$ cat config.mk
export PLATFORM = sky130hd
export DESIGN_NAME = ps2_direction_rx
export DESIGN_NICKNAME = d
export VERILOG_FILES = /design/src/rtl/ps2_direction_rx.sv
export SDC_FILE = /design/constraint.sdc
export NUM_CORES = 1
export LEC_CHECK = 0
export CAP_MARGIN = 5
export CORE_AREA = 10 10 105 107
export DETAILED_ROUTE_END_ITERATION = 8
export DIE_AREA = 0 0 115 117
export GPL_ROUTABILITY_DRIVEN = 0
export PLACE_DENSITY = 0.57
export SETUP_SLACK_MARGIN = 0.05
export SYNTH_ARGS = -nofsm -noshare
export SYNTH_HDL_FRONTEND = slang
export SYNTH_SLANG_ARGS = --single-unit
$ cat constraint.sdc
create_clock -name clk -period 2.1 [get_ports clk]
set_input_delay 0.21 -clock clk [delete_from_list [all_inputs] [get_ports clk]]
set_output_delay 0.21 -clock clk [all_outputs]
set_load 0.02 [all_outputs]
$ cat src/rtl/ps2_direction_rx.sv
// PS/2 keyboard receiver and Tron direction decoder: synchronise, deglitch, deframe, decode.
// Define PS2_REVERSE_BLOCK_EN to discard headings that would reverse the snake onto itself.
module ps2_direction_rx #(
    parameter int FILTER_LEN  = 8,
    parameter int TIMEOUT_CYC = 100000
) (
    input  logic       clk,
    input  logic       reset_n,
    input  logic       keyboardCLK,
    input  logic       keyboardData,
    output logic [4:0] direction,
    output logic       restart,
    output logic [7:0] code,
    output logic       code_valid,
    output logic       frame_err
);

    localparam int         TW       = $clog2(TIMEOUT_CYC + 1);
    localparam logic [3:0] FILT_MAX = 4'(FILTER_LEN - 1);
    localparam logic [4:0] DIR_UP    = 5'b00010;
    localparam logic [4:0] DIR_LEFT  = 5'b00100;
    localparam logic [4:0] DIR_DOWN  = 5'b01000;
    localparam logic [4:0] DIR_RIGHT = 5'b10000;

    typedef enum logic [1:0] {IDLE, RECV, CHECK} state_t;

    logic [1:0]    clkSync_q, dataSync_q;
    logic [3:0]    clkCnt_q, dataCnt_q;
    logic          clkFilt_q, dataFilt_q, clkPrev_q;
    state_t        state_q;
    logic [3:0]    bitCnt_q;
    logic [9:0]    shift_q;
    logic [TW-1:0] timer_q;
    logic [7:0]    code_q;
    logic          codeValid_q, frameErr_q;
    logic          ext_q, brk_q, restart_q;
    logic [4:0]    dir_q;

    logic          fall_d;
    logic [9:0]    shift_d;
    logic          frameOk_d;
    logic [4:0]    heading_d;
    logic          space_d;
    logic          blocked_d;

    // A filtered level only follows the synchronised pin after FILTER_LEN agreeing samples.
    always_ff @(posedge clk) begin
        if (!reset_n) begin
            clkSync_q  <= 2'b11;
            dataSync_q <= 2'b11;
            clkCnt_q   <= '0;
            dataCnt_q  <= '0;
            clkFilt_q  <= 1'b1;
            dataFilt_q <= 1'b1;
            clkPrev_q  <= 1'b1;
        end else begin
            clkSync_q  <= {clkSync_q[0], keyboardCLK};
            dataSync_q <= {dataSync_q[0], keyboardData};
            clkPrev_q  <= clkFilt_q;
            if (clkSync_q[1] != clkFilt_q) begin
                if (clkCnt_q == FILT_MAX) begin
                    clkFilt_q <= clkSync_q[1];
                    clkCnt_q  <= '0;
                end else begin
                    clkCnt_q <= clkCnt_q + 4'd1;
                end
            end else begin
                clkCnt_q <= '0;
            end
            if (dataSync_q[1] != dataFilt_q) begin
                if (dataCnt_q == FILT_MAX) begin
                    dataFilt_q <= dataSync_q[1];
                    dataCnt_q  <= '0;
                end else begin
                    dataCnt_q <= dataCnt_q + 4'd1;
                end
            end else begin
                dataCnt_q <= '0;
            end
        end
    end

    assign fall_d    = clkPrev_q & ~clkFilt_q;
    assign shift_d   = {dataFilt_q, shift_q[9:1]};
    assign frameOk_d = shift_d[9] & (^shift_d[8:0]);

    // Frame checks are resolved on the stop-bit edge so the pulses are high during CHECK.
    always_ff @(posedge clk) begin
        if (!reset_n) begin
            state_q     <= IDLE;
            bitCnt_q    <= '0;
            shift_q     <= '0;
            timer_q     <= '0;
            code_q      <= 8'h00;
            codeValid_q <= 1'b0;
            frameErr_q  <= 1'b0;
        end else begin
            codeValid_q <= 1'b0;
            frameErr_q  <= 1'b0;
            case (state_q)
                IDLE: begin
                    timer_q  <= '0;
                    bitCnt_q <= '0;
                    if (fall_d && !dataFilt_q) state_q <= RECV;
                end
                RECV: begin
                    if (fall_d) begin
                        shift_q  <= shift_d;
                        timer_q  <= '0;
                        bitCnt_q <= bitCnt_q + 4'd1;
                        if (bitCnt_q == 4'd9) begin
                            state_q <= CHECK;
                            if (frameOk_d) begin
                                code_q      <= shift_d[7:0];
                                codeValid_q <= 1'b1;
                            end else begin
                                frameErr_q <= 1'b1;
                            end
                        end
                    end else if (timer_q == TW'(TIMEOUT_CYC - 1)) begin
                        frameErr_q <= 1'b1;
                        state_q    <= IDLE;
                        bitCnt_q   <= '0;
                        timer_q    <= '0;
                    end else begin
                        timer_q <= timer_q + 1'b1;
                    end
                end
                CHECK: begin
                    state_q  <= IDLE;
                    bitCnt_q <= '0;
                end
                default: state_q <= IDLE;
            endcase
        end
    end

    always_comb begin
        heading_d = '0;
        space_d   = 1'b0;
        if (ext_q) begin
            case (code_q)
                8'h75:   heading_d = DIR_UP;
                8'h6B:   heading_d = DIR_LEFT;
                8'h72:   heading_d = DIR_DOWN;
                8'h74:   heading_d = DIR_RIGHT;
                default: heading_d = '0;
            endcase
        end else begin
            case (code_q)
                8'h1D:   heading_d = DIR_UP;
                8'h1C:   heading_d = DIR_LEFT;
                8'h1B:   heading_d = DIR_DOWN;
                8'h23:   heading_d = DIR_RIGHT;
                8'h29:   space_d   = 1'b1;
                default: heading_d = '0;
            endcase
        end
    end

`ifdef PS2_REVERSE_BLOCK_EN
    assign blocked_d = ((heading_d == DIR_UP)    && (dir_q == DIR_DOWN))  ||
                       ((heading_d == DIR_DOWN)  && (dir_q == DIR_UP))    ||
                       ((heading_d == DIR_LEFT)  && (dir_q == DIR_RIGHT)) ||
                       ((heading_d == DIR_RIGHT) && (dir_q == DIR_LEFT));
`else
    assign blocked_d = 1'b0;
`endif

    // E0/F0 are prefixes; the byte after them consumes and clears both flags.
    always_ff @(posedge clk) begin
        if (!reset_n) begin
            ext_q     <= 1'b0;
            brk_q     <= 1'b0;
            dir_q     <= DIR_RIGHT;
            restart_q <= 1'b0;
        end else begin
            restart_q <= 1'b0;
            if (codeValid_q) begin
                if (code_q == 8'hE0) begin
                    ext_q <= 1'b1;
                end else if (code_q == 8'hF0) begin
                    brk_q <= 1'b1;
                end else begin
                    if (!brk_q) begin
                        if ((heading_d != '0) && !blocked_d) dir_q <= heading_d;
                        restart_q <= space_d;
                    end
                    ext_q <= 1'b0;
                    brk_q <= 1'b0;
                end
            end
        end
    end

    assign direction  = dir_q;
    assign restart    = restart_q;
    assign code       = code_q;
    assign code_valid = codeValid_q;
    assign frame_err  = frameErr_q;

endmodule

==> metrics.txt, run 1 <==
final setup fails=0; first-pass GRT wire length=10,900 microns; WP data arrival=2050 ps; Pwr Total=0.00242 W; Crit Path Category=reg2reg; Skew-Pair Late Insertion Delay=330 ps; # port buffers=18; num rows=35; fill count=921; Pins Over Slew Limit=0; Hold EP=dataSync_q[1]$_SDFF_PN1_; Hold Path Stages=1; Ports=20; Leak=1.21 nW; Initial DRC Count=106; Logic pwr share=1.9%; max-cap viol count=0; area grow syn2layout=18.2%; pre-CTS setup slack=139 ps; worst slew pin tran=534 ps; pin count of the biggest net entering global routing=22; CTS Buf Count=9; Net Switching=0.000515 W; clk sinks=64; Syn Inst Count=341; DRT antenna net count=0; Remaining DRCs=0; Hold Violations, Final=0; RSZ-0062 raised after global routing=false; Synth Warn #=0; Tot GR Track Use=9.71%; Critical Path Sink Type=flop; status=finished, final reports clean; worst clock skew=10.7 ps; final worst slack=277 ps; Avg WL per Cell=12.8 microns; FF-to-FF Start=timer_q[0]$_SDFFE_PN0P_; R2R cell count=7; post-synthesis sequential area ratio=42.0%; cell family with the largest share of critical-path delay=simple AND/OR/NAND/NOR gates; fraction of layout instances using a drive strength above 1=12.1%; VDD IR max=0.000353 V; GRT overflow=0; period utilization=86.8%; CTS tree=built; drt first pass iters=5; Post-synth EDFFs=0; die area=13,500 sq um; critical path startpoint category=flop; clock root cell=clkbuf_8; delay of the slowest critical-path stage=370 ps; DR vias/cell=5.04; DR vias=2,434; Routed WL=6170 microns; Buf+Inv Stages, Crit Path=1; switching share of power=21.3%; Avg Inst Size Synth=8.95 sq um; Cell Int Power=0.00191 W; Sequential Area=1280 sq um; async set or reset register ratio after synthesis=0%; dpl hpwl=4370 microns; stages on the worst setup path=7; fmax=549 MHz; Cell variety after synth=62; CTS clk-pin slew, worst paths=70 ps; initial antenna violation count=0; CTS H-tree depth=3; Sequential Power Share=50.5%; hold_sp=dataSync_q[0]$_SDFF_PN1_; Main synth FF type=dfxtp_1; core area=9020 sq um; RR Endpoint=state_q[1]$_SDFFE_PN0P_; starting density of the core=33.8%; Die Wd=115 microns; Req. time, crit path=2330 ps; area of the multi-input gates=1670 sq um; Synth Register Bits=64; clk buf depth=2; R2R Setup Slk=280 ps; pwr dens=671 nW/um^2; Tightest Hold Check Type=reg2reg; share of power burned in the clock network=47.6%; slew margin rel.=64.0%; post-cts hold buffer count=0; Antenna Cells=0; vias in the first global route=2,370; nets=376; post-synth design cell area=3050 sq um; chip height=117 microns; setup tns final=0 ps; critical path's slowest cell=dfxtp_1; cell breakdown of the critical path=ha_1 > and4_4 > and4b_2 > a21oi_4 > buf_12 > o31a_1 > o21a_1; min cycle time layout=1820 ps; hold slack=422 ps; Mapped Nets=350; CP Max Fanout=6
## metal layers
layer  track usage [%]  up-vias  part of all wire (%)
met5                 0        -                     0
met4              4.37        0                  0.99
met3              3.31        6                   5.6
met2              15.1       44                    45
met1              11.9     1144                    48
li1                  -     1240                     -
## power groups by stage
stage | sequential, W | clock, W | combinational, W
floorplan | 0.00125 | 0 | 0.0000280
global placement | 0.00125 | 0 | 0.0000450
detailed placement | 0.00125 | 0 | 0.0000452
CTS | 0.00122 | 0.00120 | 0.0000453
global route | 0.00122 | 0.00126 | 0.0000508
finish | 0.00122 | 0.00115 | 0.0000450
## layout by cell type, fill, tap and decap left out, types with 2 or more instances in the layout
master,netlist,layout
clkdlybuf4s50_1,0,18
nor3b_1,2,2
nor4b_1,4,4
a311oi_1,2,2
and3_1,5,5
o211ai_1,2,2
clkinv_2,0,2
buf_4,3,9
a211oi_1,2,2
dfxtp_1,64,64
a21oi_1,20,20
mux2i_1,10,10
nand3b_1,6,6
nor2_1,26,26
nand4b_1,3,3
ha_1,5,5
clkbuf_8,1,9
inv_1,8,8
o22ai_1,2,2
and4_1,2,2
o21a_1,2,2
nand3_1,15,15
nand2_1,61,61
a21oi_2,2,2
xor2_1,14,14
nor4_1,2,2
nand4_1,4,4
nor2b_1,3,3
nor3_1,8,8
bufinv_16,0,2
a31oi_1,3,3
or3_1,2,2
o21ai_0,8,8
xnor2_1,6,6
nand2b_1,8,8
## synthesized netlist by cell type (2+ instances only)
| cell type | number | area, sq um |
|---|---|---|
| a21oi_2 | 2 | 17.5 |
| xnor2_1 | 6 | 52.6 |
| nor2_1 | 26 | 97.6 |
| dfxtp_1 | 64 | 1280 |
| nor4_1 | 2 | 12.5 |
| nand3_1 | 15 | 75.1 |
| mux2i_1 | 10 | 100 |
| xor2_1 | 14 | 123 |
| a211oi_1 | 2 | 15.0 |
| nor3_1 | 8 | 40.0 |
| o22ai_1 | 2 | 12.5 |
| o21a_1 | 2 | 15.0 |
| nand2_1 | 61 | 229 |
| inv_1 | 8 | 30.0 |
| nor4b_1 | 4 | 35.0 |
| nand2b_1 | 8 | 50.1 |
| or3_1 | 2 | 12.5 |
| nor3b_1 | 2 | 15.0 |
| a21oi_1 | 20 | 100 |
| nand3b_1 | 6 | 45.0 |
| and3_1 | 5 | 31.3 |
| buf_4 | 3 | 22.5 |
| o21ai_0 | 8 | 40.0 |
| a311oi_1 | 2 | 17.5 |
| nor2b_1 | 3 | 18.8 |
| nand4b_1 | 3 | 26.3 |
| clkbuf_1 | 7 | 26.3 |
| a31oi_1 | 3 | 18.8 |
| o211ai_1 | 2 | 15.0 |
| ha_1 | 5 | 62.6 |
| and4_1 | 2 | 17.5 |
| nand4_1 | 4 | 25.0 |
## logic make-up after synthesis
group | count (synthesis) | share of synthesized area (%)
other | 1 | 0.123
DFF | 64 | 42.0
adders and majority gates | 5 | 2.05
buffers and inverters | 21 | 3.57
AOI/OAI and AO/OA | 53 | 12.1
and+or+nand+nor | 163 | 28.6
xor gates and xnor gates | 23 | 7.95
muxes | 11 | 3.65
## worst reg2reg max path, delay by kind of cell, from the launching register on
| kind | cells | cell delay [ps] |
|---|---|---|
| AND/OR/NAND/NOR | 2 | 530 |
| adder cells (fa/ha/maj) | 1 | 210 |
| buffers and inverters | 1 | 150 |
| flip-flops | 1 | 370 |
| AO/OA/AOI/OAI | 3 | 450 |
## worst max path at each step
stage | startpoint | to | slack [ps]
after floorplan | code[3]$_SDFFE_PN0P_ | direction[3]$_SDFFE_PN0P_ | 350
after global routing | timer_q[0]$_SDFFE_PN0P_ | timer_q[11]$_SDFFE_PN0P_ | 160
final | timer_q[0]$_SDFFE_PN0P_ | state_q[1]$_SDFFE_PN0P_ | 280
after global placement | timer_q[0]$_SDFFE_PN0P_ | timer_q[12]$_SDFFE_PN0P_ | 180
after detailed placement | timer_q[0]$_SDFFE_PN0P_ | timer_q[12]$_SDFFE_PN0P_ | 140
after CTS | timer_q[0]$_SDFFE_PN0P_ | timer_q[12]$_SDFFE_PN0P_ | 110
## layout make-up
cell class,count,area share [%]
Clock buffer,9,3.44
Clock inverter,7,2.64
Inverter,8,0.833
Multi-Input combinational cell,256,46.3
Sequential cell,64,35.5
Tap cell,111,3.85
Timing Repair Buffer,28,7.43
## stage by stage
step	cell area, sq um	std cells	util [%]
final	3610	483	40.0
after CTS	3570	481	39.6
after global placement	3350	465	37.2
after detailed placement	3350	465	37.2
after floorplan	3050	341	-
after global routing	3610	483	40.0
## repair_timing
action / CTS / global route
resized for setup: 0 / 1
setup endpoints to repair: 0 / 10
buffers inserted: 0 / 2
## registers in the layout (all words and copies together) (netlist names)
name,count
bitCnt_q,4
state_q,2
clkSync_q,2
code_valid,1
frame_err,1
code,8
clkCnt_q,4
clkPrev_q,1
ext_q,1
restart,1
dataCnt_q,4
dataFilt_q,1
clkFilt_q,1
shift_q,9
brk_q,1
direction,4
timer_q,17
dataSync_q,2
No activity file was read; power rests on OpenSTA's default activity.
==> run 2: changes to the inputs <==
Settings changed: CORE_AREA 10 10 105 107 to 10 10 83 156, DIE_AREA 0 0 115 117 to 0 0 93 166, DONT_BUFFER_PORTS set to 1, PLACE_DENSITY 0.57 to 0.49.
==> run 2 against run 1 <==
  * Non-clock buffer count decreased by 10
  * Cell area down 0.17%
  * Via count rose by 0.16%
  * Wire length grew 19%
  * Clock power up 33%
  * Worst setup slack got worse by 36 ps
  * Sequential power about the same
  * Critical endpoint unchanged
  * Largest cell class unchanged
  * Largest power group is now clock
==> metrics.txt, run 2 (synthesized netlist as in run 1, its figures left out) <==
status=finished, final reports clean; Die Wd=93 microns; GRT overflow=0; pin count of the biggest net entering global routing=30; Leak=1.22 nW; final setup fails=0; DR vias/cell=4.89; first-pass GRT wire length=11,900 microns; setup tns final=0 ps; Crit Path Category=reg2reg; commonest non-fill, non-tap cell in the layout=dfxtp_1; nets=366; pwr dens=773 nW/um^2; cell breakdown of the critical path=ha_1 > and4_4 > and4b_2 > a21oi_4 > buf_4 > o31a_1 > o21a_1; delay of the slowest critical-path stage=370 ps; Remaining DRCs=0; CP Max Fanout=8; period utilization=88.5%; fraction of layout instances using a drive strength above 1=13.8%; Routed WL=7330 microns; Critical Path Sink Type=flop; fmax=538 MHz; Antenna Cells=0; CTS Buf Count=9; cell family with the largest share of critical-path delay=simple AND/OR/NAND/NOR gates; DR vias=2,438; max-cap viol count=0; num rows=53; Top reg by flops=timer_q; critical path startpoint category=flop; Req. time, crit path=2320 ps; most frequent cells in the layout=dfxtp_1, nand2_1, nor2_1; Initial DRC Count=91; VDD IR max=0.000481 V; slew margin rel.=54.2%; die area=15,400 sq um; hold slack=23.9 ps; worst slew pin tran=680 ps; chip height=166 microns; min cycle time layout=1860 ps; Tot GR Track Use=9.67%; vias in the first global route=2,421; # port buffers=0; WP data arrival=2080 ps; Hold Violations, Final=0; Ports=20; worst clock skew=6.10 ps; clk buf depth=2; dpl hpwl=5420 microns; Tightest Hold Check Type=in2reg; clock root cell=clkbuf_16; Skew-Pair Late Insertion Delay=330 ps; initial antenna violation count=0; CTS tree=built; starting density of the core=29.1%; CTS H-tree depth=3; RSZ-0062 raised after global routing=false; Pins Over Slew Limit=0; Avg WL per Cell=14.7 microns; clk sinks=64; core area=10,500 sq um; critical path's slowest cell=dfxtp_1; max reg flops=17; Buf+Inv Stages, Crit Path=1; area grow syn2layout=18.0%; CTS clk-pin slew, worst paths=60 ps; DRT antenna net count=0; pre-CTS setup slack=110 ps; drt first pass iters=4; final worst slack=241 ps
run 2: changes by cell type in the layout (fill, tap and decap cells not counted), sizes merged:
cell           previous run  this run
bufinv                    2         1
clkinv                    3         2
buf                      10        15
clkdlybuf4s50            18         0
inv                       9        10
dlygate4sd3               0         3
clkinvlp                  1         2
run 2: final cells by class:
cell class / instances / area, sq um
flip-flops and latches: 64 / 1280
clock buffers: 9 / 225
multi-input cells: 256 / 1670
fillers: 1130 / 6880
inverters: 8 / 30.0
well taps: 137 / 171
clock inverters: 7 / 80.1
repair buffers: 18 / 143
run 2: power breakdown:
group | total (W) | internal [W] | switching (W) | leakage, nW
Clock | 0.00153 | 0.000931 | 0.000599 | 0.143
Combinational | 0.0000275 | 0.0000112 | 0.0000163 | 0.560
Sequential | 0.00123 | 0.00122 | 0.00000609 | 0.517
Total | 0.00278 | 0.00216 | 0.000621 | 1.22
run 2: what timing repair did:
item,in CTS,in global routing
gates resized for setup,0,1
setup buffers,0,3
endpoints found under the hold margin,7,0
setup endpoints to repair,0,2
hold buffers,3,0
run 2: worst paths after layout:
| check | startpoint | to | slack, ps | cells past startpoint |
|---|---|---|---|---|
| worst min register to register | clkSync_q[0]$_SDFF_PN1_ | clkSync_q[1]$_SDFF_PN1_ | 410 | 1 |
| worst max register to register | timer_q[0]$_SDFFE_PN0P_ | state_q[1]$_SDFFE_PN0P_ | 240 | 7 |
| worst max-delay path | timer_q[0]$_SDFFE_PN0P_ | state_q[1]$_SDFFE_PN0P_ | 240 | 7 |
| worst min-delay path | reset_n | dataCnt_q[2]$_SDFF_PP0_ | 20 | 1 |
run 2: metrics by stage:
step           instance area, sq um  util (%)  cells  total power [W]
2_1_floorplan                  3050         -    341          0.00128
6_report                       3600      34.4    499          0.00278
4_1_cts                        3570      34.1    496          0.00282
5_1_grt                        3600      34.4    499          0.00288
3_5_place_dp                   3230      30.9    477          0.00128
3_3_place_gp                   3230      30.9    477          0.00127
run 2: layer usage:
metal | wire length (microns) | up-vias | track usage (%)
met5 | 0 | - | 0
met4 | 187 | 0 | 5.33
met3 | 305 | 15 | 2.54
met2 | 4120 | 33 | 18.2
met1 | 2720 | 1170 | 8.86
li1 | - | 1220 | -
==> run 3: changes to the inputs <==
Settings changed: SLEW_MARGIN set to 5.
==> results of run 3 <==
Final layout, timing and power as in run 2 (identical DEF).
